### src/rtl/mdu_pkg.sv
// Shared encodings for the HI/LO multiply/divide unit: opcodes, FSM states
// and the layout of the 66-bit HI/LO forwarding bus.
package mdu_pkg;

    localparam logic [2:0] MDU_MULT  = 3'd0;
    localparam logic [2:0] MDU_MULTU = 3'd1;
    localparam logic [2:0] MDU_DIV   = 3'd2;
    localparam logic [2:0] MDU_DIVU  = 3'd3;
    localparam logic [2:0] MDU_MTHI  = 3'd4;
    localparam logic [2:0] MDU_MTLO  = 3'd5;

    typedef enum logic [1:0] {
        ST_IDLE = 2'd0,
        ST_MUL  = 2'd1,
        ST_DIV  = 2'd2,
        ST_DONE = 2'd3
    } mdu_state_e;

    localparam int HILO_BUS_W = 66;
    localparam int HI_WE_BIT  = 65;
    localparam int LO_WE_BIT  = 64;
    localparam int HI_MSB     = 63;
    localparam int HI_LSB     = 32;
    localparam int LO_MSB     = 31;
    localparam int LO_LSB     = 0;

    // Magnitude of an operand; unsigned ops pass through untouched.
    function automatic logic [31:0] f_abs(input logic [31:0] v, input logic is_signed);
        return (is_signed && v[31]) ? (~v + 32'd1) : v;
    endfunction

endpackage

### src/rtl/mdu_div32.sv
// Unsigned 32-bit restoring divider, one quotient bit per cycle.
// start loads operands; busy covers the 32 iterations; done marks the final one.
module mdu_div32 (
    input  logic        clk,
    input  logic        rst,
    input  logic        i_start,
    input  logic        i_flush,
    input  logic [31:0] i_dividend,
    input  logic [31:0] i_divisor,
    output logic        o_busy,
    output logic        o_done,
    output logic [31:0] o_quot,
    output logic [31:0] o_rem
);

    logic [31:0] r_q;
    logic [31:0] r_r;
    logic [31:0] r_d;
    logic [4:0]  r_cnt;
    logic        r_busy;
    logic [32:0] w_shift;
    logic [32:0] w_diff;
    logic        w_ge;

    assign w_shift = {r_r, r_q[31]};
    assign w_diff  = w_shift - {1'b0, r_d};
    assign w_ge    = (w_shift >= {1'b0, r_d});

    always_ff @(posedge clk or posedge rst) begin
        if (rst) begin
            r_q    <= '0;
            r_r    <= '0;
            r_d    <= '0;
            r_cnt  <= '0;
            r_busy <= 1'b0;
        end else if (i_flush) begin
            r_cnt  <= '0;
            r_busy <= 1'b0;
        end else if (i_start) begin
            r_q    <= i_dividend;
            r_r    <= '0;
            r_d    <= i_divisor;
            r_cnt  <= '0;
            r_busy <= 1'b1;
        end else if (r_busy) begin
            // Partial remainder stays below the divisor, so 32 bits always hold it.
            r_r   <= w_ge ? w_diff[31:0] : w_shift[31:0];
            r_q   <= {r_q[30:0], w_ge};
            r_cnt <= r_cnt + 5'd1;
            if (r_cnt == 5'd31) begin
                r_busy <= 1'b0;
            end
        end
    end

    assign o_busy = r_busy;
    assign o_done = r_busy && (r_cnt == 5'd31);
    assign o_quot = r_q;
    assign o_rem  = r_r;

endmodule

### src/rtl/hilo_mdu.sv
// EX-stage multiply/divide unit and sole writer of HI/LO; drives the HI/LO forwarding bus.
// Build option MDU_FAST_MUL_EN: single-cycle 33x33 multiply instead of 32-cycle shift-add.
module hilo_mdu
    import mdu_pkg::*;
(
    input  logic        clk,
    input  logic        rst,
    input  logic        op_valid,
    input  logic [2:0]  op,
    input  logic [31:0] src_a,
    input  logic [31:0] src_b,
    input  logic        flush,
    output logic        stall_req,
    output logic [65:0] ex_to_id_2,
    output logic        done,
    output logic [1:0]  dbg_state
);

    mdu_state_e  r_state;
    mdu_state_e  w_next;
    logic [4:0]  r_cnt;
    logic [31:0] r_a;
    logic [63:0] r_prod;
    logic        r_is_div;
    logic        r_neg_q;
    logic        r_neg_r;
    logic        r_dz;

    logic        w_is_md;
    logic        w_signed;
    logic        w_accept;
    logic [31:0] w_abs_a;
    logic [31:0] w_abs_b;
    logic        w_div_busy;
    logic        w_div_done;
    logic [31:0] w_quot;
    logic [31:0] w_rem;
    logic [63:0] w_prod_fix;
    logic [31:0] w_hi;
    logic [31:0] w_lo;

    assign w_is_md  = op_valid && (op <= MDU_DIVU);
    assign w_signed = (op == MDU_MULT) || (op == MDU_DIV);
    assign w_accept = (r_state == ST_IDLE) && w_is_md && !flush;
    assign w_abs_a  = f_abs(src_a, w_signed);
    assign w_abs_b  = f_abs(src_b, w_signed);

`ifdef MDU_FAST_MUL_EN
    logic signed [32:0] w_ma;
    logic signed [32:0] w_mb;
    logic signed [63:0] w_fast;
    assign w_ma       = {w_signed & src_a[31], src_a};
    assign w_mb       = {w_signed & src_b[31], src_b};
    assign w_fast     = 64'(w_ma) * 64'(w_mb);
    assign w_prod_fix = r_prod;
`else
    logic [31:0] r_mcand;
    logic [32:0] w_add;
    assign w_add      = {1'b0, r_prod[63:32]} + (r_prod[0] ? {1'b0, r_mcand} : 33'd0);
    assign w_prod_fix = r_neg_q ? (~r_prod + 64'd1) : r_prod;
`endif

    mdu_div32 u_div (
        .clk        (clk),
        .rst        (rst),
        .i_start    (w_accept && op[1]),
        .i_flush    (flush),
        .i_dividend (w_abs_a),
        .i_divisor  (w_abs_b),
        .o_busy     (w_div_busy),
        .o_done     (w_div_done),
        .o_quot     (w_quot),
        .o_rem      (w_rem)
    );

    always_ff @(posedge clk or posedge rst) begin
        if (rst) begin
            r_state <= ST_IDLE;
        end else begin
            r_state <= w_next;
        end
    end

    always_comb begin
        w_next = r_state;
        case (r_state)
            ST_IDLE: begin
                if (w_accept) begin
                    if (op[1]) begin
                        w_next = ST_DIV;
                    end else begin
`ifdef MDU_FAST_MUL_EN
                        w_next = ST_DONE;
`else
                        w_next = ST_MUL;
`endif
                    end
                end
            end
            ST_MUL:  if (r_cnt == 5'd31) w_next = ST_DONE;
            ST_DIV:  if (w_div_done) w_next = ST_DONE;
            default: w_next = ST_IDLE;
        endcase
        if (flush) begin
            w_next = ST_IDLE;
        end
    end

    always_ff @(posedge clk or posedge rst) begin
        if (rst) begin
            r_cnt    <= '0;
            r_a      <= '0;
            r_prod   <= '0;
            r_is_div <= 1'b0;
            r_neg_q  <= 1'b0;
            r_neg_r  <= 1'b0;
            r_dz     <= 1'b0;
`ifndef MDU_FAST_MUL_EN
            r_mcand  <= '0;
`endif
        end else if (w_accept) begin
            r_cnt    <= '0;
            r_a      <= src_a;
            r_is_div <= op[1];
            r_dz     <= (src_b == 32'd0);
            r_neg_q  <= w_signed && (src_a[31] ^ src_b[31]);
            r_neg_r  <= w_signed && src_a[31];
`ifdef MDU_FAST_MUL_EN
            r_prod   <= w_fast;
`else
            r_mcand  <= w_abs_a;
            r_prod   <= {32'd0, w_abs_b};
`endif
        end else if (r_state == ST_MUL) begin
            r_cnt <= r_cnt + 5'd1;
`ifndef MDU_FAST_MUL_EN
            r_prod <= {w_add, r_prod[31:1]};
`endif
        end else if (r_state == ST_DIV) begin
            r_cnt <= r_cnt + 5'd1;
        end
    end

    // Divide by zero reports the raw dividend, bypassing sign correction.
    always_comb begin
        w_hi = w_prod_fix[63:32];
        w_lo = w_prod_fix[31:0];
        if (r_is_div) begin
            if (r_dz) begin
                w_hi = r_a;
                w_lo = 32'hFFFF_FFFF;
            end else begin
                w_hi = r_neg_r ? (~w_rem + 32'd1) : w_rem;
                w_lo = r_neg_q ? (~w_quot + 32'd1) : w_quot;
            end
        end
    end

    always_comb begin
        ex_to_id_2 = '0;
        done       = 1'b0;
        stall_req  = ((r_state == ST_IDLE) && w_is_md) || (r_state == ST_MUL) || w_div_busy;
        if (!flush) begin
            if (r_state == ST_DONE) begin
                ex_to_id_2[HI_WE_BIT]      = 1'b1;
                ex_to_id_2[LO_WE_BIT]      = 1'b1;
                ex_to_id_2[HI_MSB:HI_LSB]  = w_hi;
                ex_to_id_2[LO_MSB:LO_LSB]  = w_lo;
                done                       = 1'b1;
            end else if ((r_state == ST_IDLE) && op_valid && (op == MDU_MTHI)) begin
                ex_to_id_2[HI_WE_BIT]      = 1'b1;
                ex_to_id_2[HI_MSB:HI_LSB]  = src_a;
            end else if ((r_state == ST_IDLE) && op_valid && (op == MDU_MTLO)) begin
                ex_to_id_2[LO_WE_BIT]      = 1'b1;
                ex_to_id_2[LO_MSB:LO_LSB]  = src_a;
            end
        end
    end

    assign dbg_state = r_state;

endmodule

### config.mk
export PLATFORM = sky130hd
export DESIGN_NAME = hilo_mdu
export DESIGN_NICKNAME = d
export VERILOG_FILES = /design/src/rtl/mdu_pkg.sv /design/src/rtl/mdu_div32.sv /design/src/rtl/hilo_mdu.sv
export SDC_FILE = /design/constraint.sdc
export NUM_CORES = 1
export LEC_CHECK = 0
export CORE_UTILIZATION = 37
export DETAILED_ROUTE_END_ITERATION = 12
export PLACE_DENSITY = 0.62
export SETUP_SLACK_MARGIN = 0.3
export SLEW_MARGIN = 10
export SYNTH_ARGS = -nofsm -noshare
export SYNTH_HDL_FRONTEND = slang
export SYNTH_SLANG_ARGS = --single-unit
### constraint.sdc
create_clock -name clk -period 18.5 [get_ports clk]
set_clock_uncertainty 0.05 [all_clocks]
set_input_delay 3.7 -clock clk [delete_from_list [all_inputs] [get_ports clk]]
set_output_delay 3.7 -clock clk [all_outputs]
set_load 0.01 [all_outputs]
After elaboration in Yosys (flattened, before gate mapping)
Cells that the tools add are included.
{"block": "word_totals", "word_cells": 111, "rom_bits": 0, "mem_bits_rw": 0, "memories": 0, "reg_bits": 241, "latch_bits": 0, "output_inout_bits": 70, "inputBits": 71}
{"block": "classes", "bitwise": 7, "n_div": 0, "shift": 0, "n_mul": 0, "n_addsub": 9, "reduce_logical": 25, "order_cmp": 2, "muxes": 43, "n_eq_ne": 11}
{"cell": "$mux W32", "n": 17}
{"cell": "$mux W64", "n": 3}
{"cell": "$mux W66", "n": 2}
{"cell": "$add A32 B1 Y32 const B", "n": 4}
{"cell": "$not A32 Y32", "n": 4}
{"cell": "$add A64 B1 Y64 const B", "n": 1}
{"cell": "$not A64 Y64", "n": 1}
{"cell": "$add A32 B32 Y33", "n": 1}
{"cell": "$ge A33 B32 Y1", "n": 1}
{"cell": "$logic_not A32 Y1", "n": 1}
{"cell": "$sub A32 B32 Y32", "n": 1}
{"cell": "$mux W5", "n": 6}
{"cell": "$logic_and A1 B1 Y1", "n": 11}
{"cell": "$add A5 B1 Y5 const B", "n": 2}
{"cell": "$eq A5 B5 Y1 const B", "n": 2}
{"cell": "$mux W2", "n": 5}
{"cell": "$mux W1", "n": 9}
{"cell": "$eq A3 B3 Y1 const B", "n": 2}
{"cell": "$ne A3 B3 Y1 const B", "n": 2}
{"cell": "$pmux W2 S3", "n": 1}
{"cell": "$reduce_bool A3 Y1", "n": 2}
{"cell": "$eq A2 B2 Y1 const B", "n": 2}
{"cell": "$reduce_and A2 Y1", "n": 2}
{"cell": "$reduce_bool A2 Y1", "n": 2}
{"cell": "other kinds (11)", "n": 13}

Longest topological paths before layout
{"block": "depth", "word_depth": 7, "depth_mapped": 14, "ltp_nobuf": 13}

By module
Synthesis repeated with hierarchy kept, for this count alone.
{"block": "unflattened", "hier_cells": 2477, "area_unflattened_um2": 19543.7}
{"mod": "hilo_mdu", "instances": 1, "area_each_um2": 13327.8, "cells_each": 1781}
{"mod": "mdu_div32", "instances": 1, "area_each_um2": 6216.0, "cells_each": 696}

Worst setup path after synthesis
OpenSTA, ideal clock, no wires.
{"block": "synth_path", "kind": "input to output", "from": "input port op[1]", "to": "output port ex_to_id_2[53]", "slack_ns": 9.387, "arrival_ns": 5.363, "t_required_ns": 14.750, "cell_stages": 10, "path_cell_list": "nor2b_1 a41oi_1 or2_2 clkbuf_1 inv_1 nand2_1 clkbuf_1 nor2_1 a22oi_1 o21ai_0"}
{"block": "synth_between", "elab_chain_cells": 5}
{"item": "from (decl)", "line": "hilo_mdu.sv:9", "text": "input logic [2:0] op,"}
{"item": "$eq A3 B3 Y1", "line": "hilo_mdu.sv:170", "text": "end else if ((r_state == ST_IDLE) && op_valid && (op == MDU_MTHI)) begin"}
{"item": "$logic_and A1 B1 Y1", "line": "hilo_mdu.sv:170"}
{"item": "$mux W32", "line": "hilo_mdu.sv:170"}
{"item": "$mux W66", "line": "hilo_mdu.sv:164", "text": "if (r_state == ST_DONE) begin"}
{"item": "$mux W66", "line": "hilo_mdu.sv:163", "text": "if (!flush) begin"}
{"item": "to (decl)", "line": "hilo_mdu.sv:14", "text": "output logic [65:0] ex_to_id_2,"}
No other way between the ends.

Worst setup path after layout
{"block": "layout_path", "from": "input port op[1]", "to": "output port ex_to_id_2[59]"}
The elaborated chain is that of the path after synthesis.

==> results.yml <==
run_status:
  status: "finished, final reports clean"
logic_synthesis:
  synthCells: 2376
  post-synth-top-area-cell: "dfrtp_1"
  synth_common_cells: "nand2_1 (328), dfrtp_1 (240), o21ai_0 (238)"
  yosysWarnings: 0
  async_flop_share_pct: 100.0
  yosysUniqueCellTypes: 72
  syn_avg_cell_area_um2: 7.947
  synth-edff-count: 0
  yosys_most_used_dff: "dfrtp_1"
  ys_seq_elements: 240
  synthTopCellsByArea: "dfrtp_1 (32%), xnor2_1 (7.5%), nand2_1 (6.5%)"
  synth_nets: 2526
  synth_top_area_share_pct: 31.80
  yosys.cell_count.top_type: "nand2_1"
  synth-seq-area-share_pct: 31.80
  synth_area_um2: 18880
placed_design:
  post-dp-hpwl_mm: 52.67
  place.gp.congestion: 0.9768
  dp.cells: 3059
  dp_worst_setup_slack_ps: 7130
  io_buffers: 140
clock_tree:
  clk_latency_ps: 590
  htreeDepth: 1
  cts_buffers: 30
  cts_hold_buf: 0
  cts.path.max_buffers: 3
  cts_setup_buffers: 0
  clk_pin_slew_ps: 60
  cts-resized-gates: 0
  root_buffer: "clkbuf_16"
  clock-sinks: 240
  cts_tree: "yes"
drt:
  wl_per_cell_um: 22.56
  drc: 0
  vias_per_cell: 5.910
  drtPass1Iterations: 6
  vias: 18410
  finalWirelength_mm: 70.29
  ant_nets: 0
  drtIter0Drc: 2023
timing:
  rsz0062_at_grt: "no"
  hold_ws_ps: 427.0
  relSlewSlack_pct: 20.11
  max_freq_mhz: 85.83
  min_period_ps: 11650
  setup_tns_ps: 0
  tightestPinTransition_ps: 1198
  finalHoldViolCount: 0
  post-route-period-util_pct: 62.98
  finalSetupViolCount: 0
  drv_slew: 0
  timing.final.ws_setup_ps: 6848
worst_setup_path:
  ff2ff_path_depth: 12
  worstPathArrival_ps: 7900
  crit_family: "buffers and inverters"
  crit_path_start_kind: "primary input"
  cp_num_buf_inv: 4
  r2r_start: "dbg_state[1]$_DFFE_PP0P_"
  critical_path_required_ps: 14750
  cp_slowest_stage_delay_ps: 650
  critPathLaunch: "op[1]"
  slowest_stage: "clkdlybuf4s50_1"
  crit_type: "in2out"
  path_cells: "clkdlybuf4s50_1 > nor2b_1 > a41oi_1 > or2_2 > inv_1 > nand2_1 > inv_1 > nand2_1 > o21ai_0 > clkdlybuf4s50_1"
  path_max_fanout: 33
  cp-end-kind: "output port"
  path_depth: 10
finish:
  stdcell_count: 3115
  utilization_pct: 43.39
  syn2layout_area_growth_pct: 15.52
  final_nets: 2569
  final_layout_size_suffix_gt1_share_pct: 4.216
  n_antenna_cell: 0
power_and_ir_drop:
  p_per_area_nw_per_um2: 172.0
  power.leakage_uw: 0.008858
  vdd_ir_drop_max_mv: 0.08812
floorplan:
  die_w_um: 227.9
  coreArea_um2: 50270
  ios: 141
  die_y_um: 227.9
  num_rows: 82
  start_util_pct: 37.56
  dieArea_um2: 51940
job:
  drv_cap: 0
min_path:
  hold_start: "r_mcand[22]$_DFFE_PP0P_"
  whs_path_depth: 2
  hold_class: "reg2reg"
global_route:
  antenna_found_initial: 0
  grt_pass1_wl_mm: 107.1
  grt_pass1_vias: 17380
  grt_max_degree: 123
  grt-ovfl-total: 0
  grt_usage_pct: 26.42
[layout by cell type, fill, tap and decap left out, types with 31 or more instances in the layout]
| master | Yosys | layout |
|---|---|---|
| inv_1 | 71 | 70 |
| o31ai_1 | 53 | 53 |
| a21oi_1 | 187 | 187 |
| ha_1 | 77 | 75 |
| o211ai_1 | 34 | 34 |
| dfrtp_1 | 240 | 238 |
| xor2_1 | 73 | 73 |
| xnor2_1 | 161 | 161 |
| o21ai_0 | 238 | 238 |
| clkbuf_16 | 0 | 31 |
| mux2i_1 | 40 | 40 |
| nand2b_1 | 50 | 50 |
| nor2b_1 | 42 | 42 |
| nand2_1 | 328 | 327 |
| and2_1 | 37 | 37 |
| clkdlybuf4s50_1 | 0 | 140 |
| nor2_1 | 153 | 151 |
| nor3_1 | 44 | 44 |
| a211oi_1 | 41 | 41 |
[worst paths after layout]
path	to	slack [ps]
setup / recovery	ex_to_id_2[59]	6850
hold / removal	r_mcand[22]$_DFFE_PP0P_	430
setup reg to reg	u_div.o_quot[18]$_DFFE_PP0P_	13920
hold reg to reg	r_mcand[22]$_DFFE_PP0P_	430
max in group asynchronous	u_div.r_d[2]$_DFFE_PP0P_	12560
min in group asynchronous	r_prod[46]$_DFFE_PP0P_	3620
[tightest hold or removal path: cells and delay by family (launching register included)]
family	cells	cell delay (ps)
flip-flops	1	330
AND/OR/NAND/NOR	1	40
AO/OA/AOI/OAI	1	60
[per-layer routing]
metal,routed length (um),vias up,track usage (%)
met3,6142,109,4.613
met5,0,-,0
met2,30580,782,40.29
li1,-,8566,-
met1,31750,8954,38.07
met4,1818,0,7.508
[stage by stage]
step | cell area, um^2 | power, uW
after floorplan | 18880 | 2467
after global placement | 20750 | 3029
after detailed placement | 20750 | 3063
after CTS | 21810 | 3720
after global routing | 21810 | 4020
final | 21810 | 3752
[flip-flops by register name, summed over array words and instances, names as in the netlist]
name          flops
u_div.o_quot     32
r_is_div          1
r_cnt             5
r_mcand          31
r_dz              1
u_div.r_cnt       5
u_div.o_busy      1
u_div.r_d        32
r_neg_r           1
dbg_state         2
r_prod           64
r_a              32
u_div.o_rem      32
r_neg_q           1
[power breakdown]
part	internal [uW]	switching, uW	total, uW
Sequential	760	334	1090
Combinational	807	1210	2020
Clock	393	248	642
[cell families after synthesis]
| kind of cell | after synthesis | synth area share (%) |
|---|---|---|
| XOR/XNOR | 234 | 10.85 |
| AO/OA/AOI/OAI | 751 | 24.91 |
| buffers and inverters | 219 | 4.400 |
| flip-flops | 240 | 31.80 |
| multiplexers | 41 | 2.180 |
| AND/OR/NAND/NOR | 812 | 20.53 |
| adder cells (fa/ha/maj) | 79 | 5.314 |
[layout make-up]
class | count | area [um^2]
timing repair buffer | 159 | 1544
inverter | 71 | 274.0
tap | 672 | 840.8
sequential | 240 | 6008
clock buffer | 48 | 919.6
clock inverter | 8 | 145.1
fill | 5071 | 28460
multi-input combinational | 1917 | 12080
No activity file was read; power rests on OpenSTA's default activity.
